===== src/rtl/pif_regbank_pkg.sv =====
// Shared address map, readback tags and sub-address layout helpers for pif_regbank.
package pif_regbank_pkg;

    localparam int unsigned W_SCRATCH_BASE = 1;
    localparam int unsigned W_CTRL_BASE    = 9;
    localparam int unsigned W_LOCK         = 13;
    localparam int unsigned R_ID           = 0;

    localparam logic [7:0] UNLOCK_KEY      = 8'hA5;
    localparam logic [1:0] LED_ALTERNATING = 2'b10;

    localparam logic [1:0] TAG_SCRATCH = 2'b01;
    localparam logic [3:0] TAG_CTRL    = 4'h5;
    localparam logic [3:0] TAG_LETTER  = 4'h6;

    // Stage-1 readback payload: address hit plus candidate byte.
    typedef struct packed {
        logic       hit;
        logic [7:0] data;
    } rd_stage_t;

    function automatic int unsigned scratch_sub(input int unsigned i);
        return 1 + i;
    endfunction

    function automatic int unsigned ctrl_sub(input int unsigned num_scratch, input int unsigned j);
        return 1 + num_scratch + j;
    endfunction

    function automatic int unsigned status_sub(input int unsigned num_scratch, input int unsigned num_ctrl);
        return 1 + num_scratch + num_ctrl;
    endfunction

    function automatic int unsigned wrcnt_sub(input int unsigned num_scratch, input int unsigned num_ctrl);
        return status_sub(num_scratch, num_ctrl) + 1;
    endfunction

endpackage


===== src/rtl/pif_rd_pipe.sv =====
// Fixed-depth 8-bit delay line for the tail of the readback pipeline.
module pif_rd_pipe #(
    parameter int unsigned DEPTH = 2
) (
    input  logic       clk,
    input  logic       rst,
    input  logic [7:0] din,
    output logic [7:0] dout
);

    logic [7:0] stage [DEPTH];

    always_ff @(posedge clk or posedge rst) begin
        if (rst) begin
            for (int i = 0; i < DEPTH; i++) stage[i] <= 8'h00;
        end else begin
            stage[0] <= din;
            for (int i = 1; i < DEPTH; i++) stage[i] <= stage[i-1];
        end
    end

    assign dout = stage[DEPTH-1];

endmodule


===== src/rtl/pif_regbank.sv =====
// PIF scratch/lockable-control register bank with fixed-latency XO readback.
// Optional accepted-write counter enabled by defining PIF_REGBANK_WRCNT_EN.
module pif_regbank
    import pif_regbank_pkg::*;
#(
    parameter int unsigned DATA_W      = 8,
    parameter int unsigned ADDR_W      = 4,
    parameter int unsigned SUBA_W      = 4,
    parameter int unsigned NUM_SCRATCH = 4,
    parameter int unsigned NUM_CTRL    = 2,
    parameter int unsigned CTRL_W      = 2,
    parameter int unsigned RD_LAT      = 4,
    parameter logic [7:0]  ID_VAL      = 8'h41
) (
    input  logic                       xclk,
    input  logic                       sys_rst,
    input  logic                       xi_pwr,
    input  logic [ADDR_W-1:0]          xi_prwa,
    input  logic                       xi_prdfinished,
    input  logic [SUBA_W-1:0]          xi_prdsuba,
    input  logic [DATA_W-1:0]          xi_pd,
    output logic [7:0]                 xo,
    output logic [NUM_CTRL*CTRL_W-1:0] ctrl_out,
    output logic                       wr_err
);

    localparam int unsigned CTRL_BUS_W = NUM_CTRL * CTRL_W;

    logic [DATA_W-1:0]      scratch [NUM_SCRATCH];
    logic [CTRL_W-1:0]      ctrl    [NUM_CTRL];
    logic                   lock;
    logic [7:0]             rd_cnt;

    logic [NUM_SCRATCH-1:0] scratch_we;
    logic [NUM_CTRL-1:0]    ctrl_hit;
    logic                   lock_we;
    logic                   ctrl_reject;
    logic                   wr_accept;
    logic [CTRL_BUS_W-1:0]  ctrl_flat;

    logic [7:0]             rd_cand;
    rd_stage_t              stage1;
    logic [7:0]             stage2;
    logic                   unused_scratch_hi;

`ifdef PIF_REGBANK_WRCNT_EN
    logic [7:0]             wr_cnt;
`endif

    // Write address decode; only one target can match a given strobe.
    always_comb begin
        scratch_we = '0;
        ctrl_hit   = '0;
        lock_we    = 1'b0;
        if (xi_pwr) begin
            for (int i = 0; i < NUM_SCRATCH; i++)
                scratch_we[i] = (xi_prwa == ADDR_W'(W_SCRATCH_BASE + i));
            for (int j = 0; j < NUM_CTRL; j++)
                ctrl_hit[j] = (xi_prwa == ADDR_W'(W_CTRL_BASE + j));
            lock_we = (xi_prwa == ADDR_W'(W_LOCK));
        end
    end

    assign ctrl_reject = (|ctrl_hit) && lock;
    assign wr_accept   = (|scratch_we) || lock_we || ((|ctrl_hit) && !lock);

    always_comb begin
        ctrl_flat = '0;
        for (int j = 0; j < NUM_CTRL; j++) ctrl_flat[j*CTRL_W +: CTRL_W] = ctrl[j];
    end

    // Upper scratch bits are write-only; they never appear in readback.
    always_comb begin
        unused_scratch_hi = 1'b0;
        for (int i = 0; i < NUM_SCRATCH; i++)
            unused_scratch_hi = unused_scratch_hi ^ (^scratch[i][DATA_W-1:6]);
    end

    always_ff @(posedge xclk or posedge sys_rst) begin
        if (sys_rst) begin
            for (int i = 0; i < NUM_SCRATCH; i++) scratch[i] <= DATA_W'(8'h15 + i);
            for (int j = 0; j < NUM_CTRL; j++)
                ctrl[j] <= (j == 0) ? CTRL_W'(LED_ALTERNATING) : '0;
            lock     <= 1'b1;
            rd_cnt   <= 8'h00;
            wr_err   <= 1'b0;
            ctrl_out <= '0;
        end else begin
            for (int i = 0; i < NUM_SCRATCH; i++)
                if (scratch_we[i]) scratch[i] <= xi_pd;
            for (int j = 0; j < NUM_CTRL; j++)
                if (ctrl_hit[j] && !lock) ctrl[j] <= xi_pd[CTRL_W-1:0];
            if (lock_we) lock <= (xi_pd != DATA_W'(UNLOCK_KEY));
            if (xi_prdfinished && (rd_cnt != 8'hFF)) rd_cnt <= rd_cnt + 8'd1;
            wr_err   <= ctrl_reject;
            ctrl_out <= ctrl_flat;
        end
    end

`ifdef PIF_REGBANK_WRCNT_EN
    always_ff @(posedge xclk or posedge sys_rst) begin
        if (sys_rst)        wr_cnt <= 8'h00;
        else if (wr_accept) wr_cnt <= wr_cnt + 8'd1;
    end
`else
    logic unused_wr_accept;
    assign unused_wr_accept = wr_accept;
`endif

    // Sub-address readback map; later matches override the letter default.
    always_comb begin
        rd_cand = {TAG_LETTER, 4'(xi_prdsuba)};
        if (xi_prdsuba == '0) rd_cand = ID_VAL;
        for (int i = 0; i < NUM_SCRATCH; i++)
            if (xi_prdsuba == SUBA_W'(scratch_sub(i)))
                rd_cand = {TAG_SCRATCH, scratch[i][5:0]};
        for (int j = 0; j < NUM_CTRL; j++)
            if (xi_prdsuba == SUBA_W'(ctrl_sub(NUM_SCRATCH, j)))
                rd_cand = {TAG_CTRL, 4'(ctrl[j])};
        if (xi_prdsuba == SUBA_W'(status_sub(NUM_SCRATCH, NUM_CTRL)))
            rd_cand = {lock, 3'b000, rd_cnt[3:0]};
`ifdef PIF_REGBANK_WRCNT_EN
        if (xi_prdsuba == SUBA_W'(wrcnt_sub(NUM_SCRATCH, NUM_CTRL)))
            rd_cand = wr_cnt;
`endif
    end

    // Stages 1 and 2: capture candidate, then gate on the ID address.
    always_ff @(posedge xclk or posedge sys_rst) begin
        if (sys_rst) begin
            stage1 <= '0;
            stage2 <= 8'h00;
        end else begin
            stage1.hit  <= (xi_prwa == ADDR_W'(R_ID));
            stage1.data <= rd_cand;
            stage2      <= stage1.hit ? stage1.data : 8'h00;
        end
    end

    pif_rd_pipe #(
        .DEPTH (RD_LAT - 2)
    ) u_rd_pipe (
        .clk  (xclk),
        .rst  (sys_rst),
        .din  (stage2),
        .dout (xo)
    );

endmodule


===== config.mk =====
export PLATFORM = sky130hd
export DESIGN_NAME = pif_regbank
export DESIGN_NICKNAME = d
export VERILOG_FILES = /design/src/rtl/pif_regbank_pkg.sv /design/src/rtl/pif_rd_pipe.sv /design/src/rtl/pif_regbank.sv
export SDC_FILE = /design/constraint.sdc
export NUM_CORES = 1
export LEC_CHECK = 0
export ABC_AREA = 1
export CAP_MARGIN = 20
export CORE_ASPECT_RATIO = 0.9
export CORE_MARGIN = 3
export CORE_UTILIZATION = 55
export CTS_BUF_LIST = sky130_fd_sc_hd__clkbuf_8
export CTS_CLUSTER_SIZE = 25
export DETAILED_ROUTE_END_ITERATION = 8
export HOLD_SLACK_MARGIN = 0.03
export PLACE_DENSITY = 0.78
export SYNTH_ARGS = -nofsm -noshare
export SYNTH_HDL_FRONTEND = slang
export SYNTH_HIERARCHICAL = 1
export SYNTH_SLANG_ARGS = --single-unit

===== constraint.sdc =====
create_clock -name xclk -period 2.39 [get_ports xclk]
set_clock_uncertainty 0.05 [all_clocks]
set_input_delay 0.478 -clock xclk [delete_from_list [all_inputs] [get_ports xclk]]
set_output_delay 0.478 -clock xclk [all_outputs]
set_load 0.1 [all_outputs]

# After elaboration in Yosys (flattened, before gate mapping)
# Cells that the tools add are included.
# word_totals
elab_cells	52
reg_bits	75
inputBits	20
# classes
add_sub_neg	1
mux	12
eq_ne	16
reduce_logical	8
# ops
operator	count
$mux 8	7
$eq 4x3->1 const B	5
$eq 4x2->1 const B	4
$ne 8x8->1 const B	2
$eq 4x4->1 const B	3
$mux 6	2
$add 8x1->8 const B	1
$eq 4x1->1 const B	2
$logic_not 4->1	2
$logic_and 1x1->1	4
$mux 4	1
$mux 2	1
$reduce_or 2->1	1
$logic_not 1->1	1
$mux 1	1

# Logic depth before layout (Yosys ltp)
# logic_depth
depth_word	9
depth_mapped	10

# By module
# The synthesis kept the hierarchy.
# modules_own_cells
mod	area_each_um2	n_inst	cells_per_inst
pif_regbank	2555.0	1	292
pif_rd_pipe	464.2	1	25

# Worst setup path before layout
# No wires, ideal clock.
# synth_path
path_kind	register -> output
from	register ctrl_out[0]
to	output port ctrl_out[0]
stages_incl_launch_ff	1
setup_slack_ps	979
t_arrival_ps	883
path_buffers	0
path_cell_list	dfrtp_1
# synth_lines
item	line	source
from (decl)	pif_regbank.sv:23	output logic [NUM_CTRL*CTRL_W-1:0] ctrl_out,
from (signal assigned)	pif_regbank.sv:96	ctrl_out <= ctrl_flat;
# No word-level cell between the ends.

# Worst setup path in the final report
# layout_path
from	input port xi_prwa[3]
to	register scratch[13] in the netlist's numbering
# layout_between
elab_chain_len	2
# layout_rtl
item	line	source
from (decl)	pif_regbank.sv:18	input logic [ADDR_W-1:0] xi_prwa,
$eq 4x2->1	pif_regbank.sv:57	scratch_we[i] = (xi_prwa == ADDR_W'(W_SCRATCH_BASE + i));
$mux 4	pif_regbank.sv:55	if (xi_pwr) begin
to (signal, indexed assignment)	pif_regbank.sv:90	if (scratch_we[i]) scratch[i] <= xi_pd;
to (decl)	pif_regbank.sv:29	logic [DATA_W-1:0] scratch [NUM_SCRATCH];
# Every way passes these cells.
# A chain may end at the register's enable or synchronous reset.

==> metrics.txt <==
clk_lat worst skew ~0.35 ns; CP peak stage delay 0.48 ns; Hold Crit Start stage2[0]$_DFF_PP0_; synth-to-layout area growth 17.5%; Placed Instances between 400 and 500; Post-synth EDFFs 0; WHS Endpoint u_rd_pipe/stage[8]$_DFF_PP0_; element type at the critical path start input port; root cell of the clock tree clkbuf_8; Pwr Total between 3 and 4 mW; Nets ~370; vias 2100; Mapped Nets 338; cts hold-fix bufs 0; RR Startpoint rd_cnt[1]$_DFFE_PP0P_; DP Wirelength 4.21 mm; total track usage around a fifth; Hold WS between 0.3 and 0.4 ns; drt first pass iters 4; FF+latch area 1890 um2; Inserted Clock Buffers 9; Layout fillers 387; relative slew slack about 63%; share of cells above drive strength 1 15.1%; cell taking the most area after synthesis dfrtp_1; wire per inst roughly 14 um; TritonCTS clock tree done; crit-path cells clkdlybuf4s50_1 -> nor2_1 -> nand4_1 -> nand2_1 -> o21ai_0; FF-to-FF End rd_cnt[2]$_DFFE_PP0P_; Setup CP Type in -> reg; largest net degree at the start of global routing 60; maximum vdd drop between 0.6 and 0.7 mV; H-tree depth 3; unrepaired setup endpoints after global routing false; share of Yosys cell area claimed by the top area cell type approximately 51%; vias in the first global route 2045; Max Fclk about 0.58 GHz; post-synthesis sequential area ratio between 60 and 70%; drt first-iter violations about 130; ys async rst share between 90% and 100%; synth warn 6; Tcrit/Tclk final between 70% and 80%; routed vias/inst about 5.0; crit path buf inv count 1; Synth Area per Inst around 9.5 um2; Core ar. roughly 5000 um2; Post CTS Setup Buffer Count 0; clk slew on worst S/H paths approximately 0.080 ns; Chip Width around 84 um; family with the most delay on the worst path simple AND/OR/NAND/NOR gates; GR Overflow Total 0; Slew @ Worst Pin ~0.55 ns; Hold Path Depth 0; Top Ports 33; post-synth cell types 29; Max Slew Vio Count 0; FP Rows 24; Post-Synthesis Cells between 300 and 400; Initial Utilization 59.5%; final hold violation count 0; multi-input logic area a little under 900 um2; quantity of I/O buffers inserted on ports 32; Routed Antenna Nets 0; routability cong. approximately 0.86; Hold Crit Class reg -> reg; Post-Layout Cell Count 417; maximum clock path buffer count 2; Reg2Reg Depth 8; final WL a little under 6 mm; post-synthesis register bit count 75; post-CTS sizing 0; Final setup viols 0; WP data required between 2 and 3 ns; DRC viols 0; max cap viols 0; status completed; leak pwr 1.78 nW; Final WS setup approximately 0.67 ns; Antenna Cells 0; Die H 76.3 um; worst-path maximum fanout 12; CTS Sinks 75; first-pass GRT wire length ~10 mm; setup tns final 0 ns; flop2flop setup slack 0.92 ns; antenna violations before repair 0; PwrDens between 900 and 1000 nW/um2; critical path arrival about 1.9 ns; Critical Path End Type flop; dpl ws 0.334 ns; die area 6420 um2; main flop type after synthesis dfrtp_1; Post-Syn Area ~3000 um2; largest cells by area after synthesis dfrtp_1, dfstp_2, nand2_1; Tmin final approximately 1.7 ns; Critical-path top delay cell clkdlybuf4s50_1
metrics by stage:
| step | util (%) | area [um2] |
|---|---|---|
| 6_report | 69.9 | 3550 |
| 5_1_grt | 69.9 | 3550 |
| 4_1_cts | 69.9 | 3550 |
| 3_5_place_dp | 65.4 | 3320 |
| 3_3_place_gp | 65.4 | 3320 |
| 2_1_floorplan | - | 3020 |
final cells by class:
cell class / count / share of cell area (%)
multi-input cells: 188 / 25.0
well taps: 65 / 2.29
clock buffers: 10 / 3.88
clock inverters: 6 / 2.50
flip-flops and latches: 75 / 53.4
repair buffers: 33 / 8.68
inverters: 40 / 4.23
report_power, final:
group          total (mW)  leakage (nW)  switching (mW)  internal [mW]
clock                1.09         0.114           0.469          0.618
sequential           1.64         0.943           0.141           1.50
combinational       0.566         0.725           0.381          0.185
Yosys cell counts, types with 3 or more instances:
| cell | instances |
|---|---|
| nor2_1 | 17 |
| inv_1 | 37 |
| a21oi_1 | 4 |
| dfstp_2 | 14 |
| dfrtp_1 | 61 |
| clkbuf_1 | 4 |
| nor3_1 | 4 |
| buf_4 | 9 |
| inv_2 | 3 |
| o21ai_0 | 36 |
| nand2_1 | 84 |
| nand4_1 | 3 |
| nand3_1 | 16 |
| xor2_1 | 5 |
worst register-to-register path: stages, from the launching register on:
cell and delay, ns:
dfrtp_1 0.41, ha_1 0.21, nand2_1 0.06, nor2_1 0.14, nand3_1 0.11, nand2_2 0.10
inv_2 0.09, nand2_1 0.08, xor2_1 0.14
worst max-delay path by stage:
| stage | startpoint | end | slack (ns) | cells past startpoint |
|---|---|---|---|---|
| 3_3_place_gp | xi_prdsuba[3] | stage1[1]$_DFF_PP0_ | 0.37 | 8 |
| 2_1_floorplan | sys_rst | ctrl[0]$_DFFE_PP0P_ | 0.43 | 1 |
| 3_5_place_dp | xi_prwa[3] | scratch[10]$_DFFE_PP1P_ | 0.33 | 4 |
| 6_report | xi_prwa[3] | scratch[13]$_DFFE_PP0P_ | 0.67 | 5 |
| 5_1_grt | xi_prwa[3] | scratch[11]$_DFFE_PP0P_ | 0.53 | 4 |
| 4_1_cts | xi_prwa[2] | scratch[13]$_DFFE_PP0P_ | 0.67 | 4 |
state kept, by name, indices dropped and copies added (netlist names):
signal	flops
ctrl	4
lock	1
u_rd_pipe/dout	8
ctrl_out	4
u_rd_pipe/stage	8
rd_cnt	8
scratch	24
wr_err	1
stage2	8
stage1	9
per-layer routing:
| layer | share of wire, % | GRT usage [%] | up-vias | routed length (um) |
|---|---|---|---|---|
| li1 | - | - | 1053 | - |
| met1 | 45 | 24.9 | 992 | 2640 |
| met2 | 49 | 32.3 | 49 | 2840 |
| met3 | 4.9 | 6.27 | 6 | 286 |
| met4 | 1.3 | 6.75 | 0 | 74 |
| met5 | 0 | 0 | - | 0 |
cells by family (layout without fill, tap and decap cells):
family / Yosys count / after routing / share of synthesized area [%]
and+or+nand+nor: 135 / 135 / 19.1
DFF: 75 / 75 / 62.7
buffers and inverters: 54 / 89 / 7.87
AOI/OAI and AO/OA: 46 / 46 / 8.12
xor gates and xnor gates: 6 / 6 / 1.74
adders and majority gates: 1 / 1 / 0.414
layout by cell type (no fill, tap or decap), types with 10 or more instances in the layout:
cell / instances
nand2_1: 84
dfrtp_1: 61
inv_1: 37
o21ai_0: 36
clkdlybuf4s50_1: 19
nor2_1: 17
nand3_1: 16
dfstp_2: 14
buf_4: 13
clkbuf_8: 10
(Power assumes the default switching activity.)
